File: src/rtl/mem_arb16.sv
// Two-port (A = stack engine, B = core data) arbiter in front of a single-port
// synchronous RAM with one-cycle read latency and a saturating contention counter.
module mem_arb16 #(
  parameter int RR_EN = 1
) (
  input  logic        clk,
  input  logic        rst,

  input  logic        a_req,
  input  logic        a_we,
  input  logic [15:0] a_addr,
  input  logic [15:0] a_wdata,
  output logic        a_gnt,
  output logic [15:0] a_rdata,
  output logic        a_rvalid,

  input  logic        b_req,
  input  logic        b_we,
  input  logic [15:0] b_addr,
  input  logic [15:0] b_wdata,
  output logic        b_gnt,
  output logic [15:0] b_rdata,
  output logic        b_rvalid,

  output logic        mem_we,
  output logic [15:0] mem_addr,
  output logic [15:0] mem_wdata,
  input  logic [15:0] mem_rdata,

  output logic [15:0] conflict_cnt
);

  typedef enum logic {
    PORT_A = 1'b0,
    PORT_B = 1'b1
  } port_e;

  port_e       last_gnt_q, last_gnt_d;
  logic        a_rd_q, a_rd_d;
  logic        b_rd_q, b_rd_d;
  logic [15:0] conflict_cnt_q, conflict_cnt_d;

  logic        contention;
  logic        a_win;
  logic        b_win;

  // Grant decision is purely combinational; reset blocks any grant.
  always_comb begin
    contention = a_req & b_req;
    a_win      = 1'b0;
    b_win      = 1'b0;
    if (!rst) begin
      if (contention) begin
        if ((RR_EN != 0) && (last_gnt_q == PORT_A)) begin
          b_win = 1'b1;
        end else begin
          a_win = 1'b1;
        end
      end else begin
        a_win = a_req;
        b_win = b_req;
      end
    end
  end

  always_comb begin
    mem_we    = 1'b0;
    mem_addr  = 16'h0000;
    mem_wdata = 16'h0000;
    if (a_win) begin
      mem_we    = a_we;
      mem_addr  = a_addr;
      mem_wdata = a_wdata;
    end else if (b_win) begin
      mem_we    = b_we;
      mem_addr  = b_addr;
      mem_wdata = b_wdata;
    end
  end

  always_comb begin
    last_gnt_d     = last_gnt_q;
    a_rd_d         = a_win & ~a_we;
    b_rd_d         = b_win & ~b_we;
    conflict_cnt_d = conflict_cnt_q;
    if (a_win) begin
      last_gnt_d = PORT_A;
    end else if (b_win) begin
      last_gnt_d = PORT_B;
    end
    if (contention && (conflict_cnt_q != 16'hFFFF)) begin
      conflict_cnt_d = conflict_cnt_q + 16'd1;
    end
  end

  // Reset leaves last_gnt at B so that A wins the first tie.
  always_ff @(posedge clk) begin
    if (rst) begin
      last_gnt_q     <= PORT_B;
      a_rd_q         <= 1'b0;
      b_rd_q         <= 1'b0;
      conflict_cnt_q <= 16'h0000;
    end else begin
      last_gnt_q     <= last_gnt_d;
      a_rd_q         <= a_rd_d;
      b_rd_q         <= b_rd_d;
      conflict_cnt_q <= conflict_cnt_d;
    end
  end

  // A return still pending while reset is asserted is dropped, not delivered.
  assign a_gnt        = a_win;
  assign b_gnt        = b_win;
  assign a_rvalid     = a_rd_q & ~rst;
  assign b_rvalid     = b_rd_q & ~rst;
  assign a_rdata      = mem_rdata;
  assign b_rdata      = mem_rdata;
  assign conflict_cnt = conflict_cnt_q;

endmodule

File: config.mk
export PLATFORM = sky130hd
export DESIGN_NAME = mem_arb16
export DESIGN_NICKNAME = d
export VERILOG_FILES = /design/src/rtl/mem_arb16.sv
export SDC_FILE = /design/constraint.sdc
export NUM_CORES = 1
export LEC_CHECK = 0
export ABC_AREA = 1
export CAP_MARGIN = 15
export CORE_AREA = 2 2 76 78
export DETAILED_ROUTE_END_ITERATION = 8
export DIE_AREA = 0 0 78 80
export PLACE_DENSITY = 0.85
export SLEW_MARGIN = 20
export SYNTH_ARGS = -nofsm -noshare
export SYNTH_HDL_FRONTEND = slang
export SYNTH_SLANG_ARGS = --single-unit
File: constraint.sdc
create_clock -name clk -period 4.75 [get_ports clk]
set_clock_uncertainty 0.2 [all_clocks]
set_input_delay 1.425 -clock clk [delete_from_list [all_inputs] [get_ports clk]]
set_output_delay 1.425 -clock clk [all_outputs]
set_load 0.005 [all_outputs]
== Word-level counts from Yosys, hierarchy flattened ==
Cells that the tools add are included.
Word-level totals
  register bits after elaboration: 19
  word-level logic and storage cells: 30
Operators by class
  equal/unequal tests: 1
  muxes and demuxes: 14
  $add $sub $neg: 1
  reductions and logical operators: 2
  bitwise logic cells: 8
Operators by type and width (number)
  16-bit 2-to-1 mux: 4
  16-bit by 1-bit adder with 16-bit output, second input constant: 1
  16-bit inequality test, second input constant: 1
  1-bit 2-to-1 mux: 10
  1-bit bitwise AND: 5
  1-bit inverter: 3
  2-bit nonzero test: 1
  1-bit logical AND: 1

== Longest topological paths before layout ==
  depth in word-level cells: 5
  gate-level depth with buffers: 9
  gate-level depth less buffers: 8

== Worst setup path after synthesis ==
Ideal clock, no wire load.
  kind: input-to-output
  from: input rst
  to: output mem_addr[10]
  slack: 0.897 ns
  data required time: 3.125 ns
  arrival: 2.228 ns
  path buffers: 2
  stages on the path: 4
  cell sequence: buf_4 -> nor3_4 -> buf_2 -> a22o_1
On the way
  elaborated cells between the ends (all ways): 4
  those cells by class: 4 x mux
RTL lines
  start, declared: RTL line 7  | input logic rst,
  1-bit 2-to-1 mux: RTL line 52  | if (!rst) begin
  net a_gnt: RTL line 13  | output logic a_gnt,
  16-bit 2-to-1 mux: RTL line 70  | if (a_win) begin
  end, declared: RTL line 26  | output logic [15:0] mem_addr,
The timed path passes the listed nets, and every way through them passes these cells.

== Worst setup path in the final report ==
  from: input rst
  to: output mem_addr[3]
On the way
  cells in the longest elaborated chain, start to end: 3
  elaborated cells between the ends (all ways): 4
  those cells by class: 4 x mux
RTL lines
  1-bit 2-to-1 mux: RTL line 52
  16-bit 2-to-1 mux: RTL line 74  | end else if (b_win) begin
  16-bit 2-to-1 mux *: RTL line 70
Every way passes the cells marked *; elsewhere a longest branch is shown, timed or not.

==> flow_summary_export.csv <==
group,metric,value,unit
place,dp_hpwl,5370,microns
clock_network,clockBufferDepth,2,
setup_path,reg2regPathDepth,6,
setup_path,reg2reg_to,"conflict_cnt[14]",
grt,grt_pass1_vias,1955,
cells_and_area,nets,434,
grt,grt_pass1_wl,9650,microns
setup_path,critPathMaxFanout,12,
timing,rsz0062_at_grt,"no",
clock_network,cts_sinks,19,
grt,grt_remaining_overflow,0,
timing,period_minus_slack,4.57,ns
timing,fin_crit_sh,96.2,%
timing,tightest_slew,0.524,ns
grt,grtUsageTotal,19.9,%
routing,antenna_left,0,
place,portBuffers,122,
die,die_x,78,microns
setup_path,rr_startpoint,"conflict_cnt[0]",
hold_path,hold_depth,2,
clock_network,insertion_delay,0.26,ns
routing,drt_iter0_markers,133,
power,clkPwrFrac,26.2,%
grt,grt_antenna_before_repair,0,
routing,routedWlPerCell,15.7,microns
setup_path,rrSetupSlack,2.93,ns
place,gp_congestion,0.876,
timing,fmax,0.219,GHz
timing,hold_viol_final,0,
setup_path,critical_path.cell_chain,"dlygate4sd2_1, inv_2, nand3_1, inv_2, buf_4, a22o_1, clkdlybuf4s50_1",
place,placed_area,2780,sq um
timing,finalSetupViolations,0,
hold_path,worstHoldStart,"conflict_cnt[1]",
job,drv_cap,0,
synthesis,ys_types,24,
synthesis,synth_area,1700,sq um
cells_and_area,final_core_util,53.3,%
synthesis,synth-seq-cells,19,
hold_path,hold-path-endpoint,"conflict_cnt[1]",
synthesis,yosys_warnings,0,
setup_path,crit_top_cell,"inv_2",
die,ios,171,
routing,dr.pass1.iters,4,
cells_and_area,final_common_cell,"clkdlybuf4s50_1",
power,switching_power,0.114,mW
hold_path,hold_class,"reg -> reg",
die,die_h,80,microns
clock_network,cts.clk_slew.worst_paths,0.07,ns
power,combPwrFrac,37.1,%
setup_path,cpMaxStageDelayCell,"clkdlybuf4s50_1",
cells_and_area,antenna_cells,0,
die,die_area,6240,sq um
cells_and_area,area_growth,69.8,%
cells_and_area,layout_common_cells,"clkdlybuf4s50_1 (113), nor2_1 (42), nand2_1 (40)",
power,irDropWorstVdd,0.0000946,V
clock_network,root_buffer,"clkbuf_8",
setup_path,cp.arrival,2.94,ns
clock_network,cts_tree,"built",
routing,vias,2010,
power,seq_power_share,36.7,%
synthesis,syn_inst,250,
die,core-area,5410,sq um
setup_path,crit_path_end_kind,"output pin",
power,power.density,155,nW/um^2
cells_and_area,drive_above_1_share,9.54,%
die,row_count,27,
synthesis,syn_area_per_cell,6.78,sq um
cells_and_area,stdcell_area,2880,sq um
synthesis,synth.yosys.seq_area_share,22.4,%
routing,drc,0,
synthesis,synth_top_area_share,22.4,%
synthesis,yosysTopAreaCell,"dfxtp_1",
setup_path,cp_data_required_time,3.12,ns
power,p_sw_share,25.6,%
routing,wirelength,6560,microns
setup_path,cp_slowest_stage_delay,0.55,ns
grt,grt_max_degree,22,
synthesis,netlist_top_cells_area,"dfxtp_1 (22%), a22o_1 (17%), buf_4 (15%)",
run_status,status,"finished clean",
clock_network,cts.htree.levels,1,
power,intPower,0.331,mW
die,initial_utilization,31.4,%
power,p_leak,1.17,nW
timing,drv_slew,0,
clock_network,numCtsBuffers,3,
setup_path,start_kind,"input pin",
setup_path,path_class,"in -> out",
routing,vias_per_cell,4.81,
timing,fin_worst_hold_slack,0.327,ns
timing,slew_headroom,64.8,%
synthesis,syn_nets,337,
critical path, delay by kind of cell:
family | cells | cell delay [ns]
and+or+nand+nor | 1 | 0.11
AOI/OAI and AO/OA | 1 | 0.15
buffers and inverters | 5 | 1.26
per-stage QoR:
step	setup WS (ns)	cells	setup TNS [ns]	total power, mW
6_report	0.181	418	0	0.445
5_1_grt	0.131	418	0	0.462
4_1_cts	-0.0259	415	-0.0259	0.442
3_5_place_dp	-0.0527	411	-0.578	0.328
3_3_place_gp	-0.0515	411	-0.539	0.326
2_1_floorplan	0.897	250	0	0.232
cell usage after synthesis, drive strengths merged:
master,instances
a21oi,13
a22o,32
buf,42
dfxtp,19
ha,1
inv,20
nand2,44
nand3,17
nand3b,2
nand4,5
nor2,46
nor3,6
nor4,1
o21ai,1
xor2,1
logic make-up after synthesis:
| kind of cell | Yosys count | synth area share, % |
|---|---|---|
| and+or+nand+nor | 121 | 33.1 |
| buffers and inverters | 62 | 22.6 |
| AOI/OAI and AO/OA | 46 | 20.7 |
| DFF | 19 | 22.4 |
| xor gates and xnor gates | 1 | 0.517 |
| adders and majority gates | 1 | 0.738 |
registers in the layout, indices dropped and copies added, names as in the netlist:
| signal | flops |
|---|---|
| a_rd_q | 1 |
| conflict_cnt | 16 |
| b_rd_q | 1 |
| last_gnt_q | 1 |
what timing repair did:
action                     in CTS  in global routing
hold buffers                    0                  0
gates resized for setup         9                  7
gates cloned                    0                  1
pin swaps                       0                  0
buffers inserted                0                  2
setup endpoints to repair      31                 27
power groups by stage:
stage               logic, mW  registers, mW  clock network, mW
floorplan              0.0650          0.167                  0
global placement        0.160          0.167                  0
detailed placement      0.161          0.167                  0
CTS                     0.160          0.163              0.119
global route            0.173          0.164              0.125
finish                  0.165          0.164              0.117
per-layer routing:
layer  vias to the layer above  routed length, microns  track usage (%)
met3                        14                     555             5.20
met2                       100                    3350             35.8
met5                         -                       0                0
met1                       886                    2470             22.1
met4                         0                     185             8.77
li1                       1010                       -                -
layout make-up:
type	instances	area, sq um
Inverter	20	75.1
Tap cell	72	90.1
Fill cell	509	2530
Sequential cell	19	380
Multi-Input combinational cell	169	940
Clock buffer	4	45.0
Timing Repair Buffer	134	1350
how the worst max path moves through the flow:
| stage | start | end | cells past startpoint |
|---|---|---|---|
| 2_1_floorplan | rst | mem_addr[10] | 4 |
| 3_3_place_gp | rst | mem_addr[3] | 7 |
| 3_5_place_dp | a_req | mem_wdata[9] | 6 |
| 4_1_cts | a_req | mem_wdata[5] | 6 |
| 5_1_grt | rst | mem_addr[6] | 7 |
| 6_report | rst | mem_addr[3] | 7 |
(Power assumes the default switching activity.)
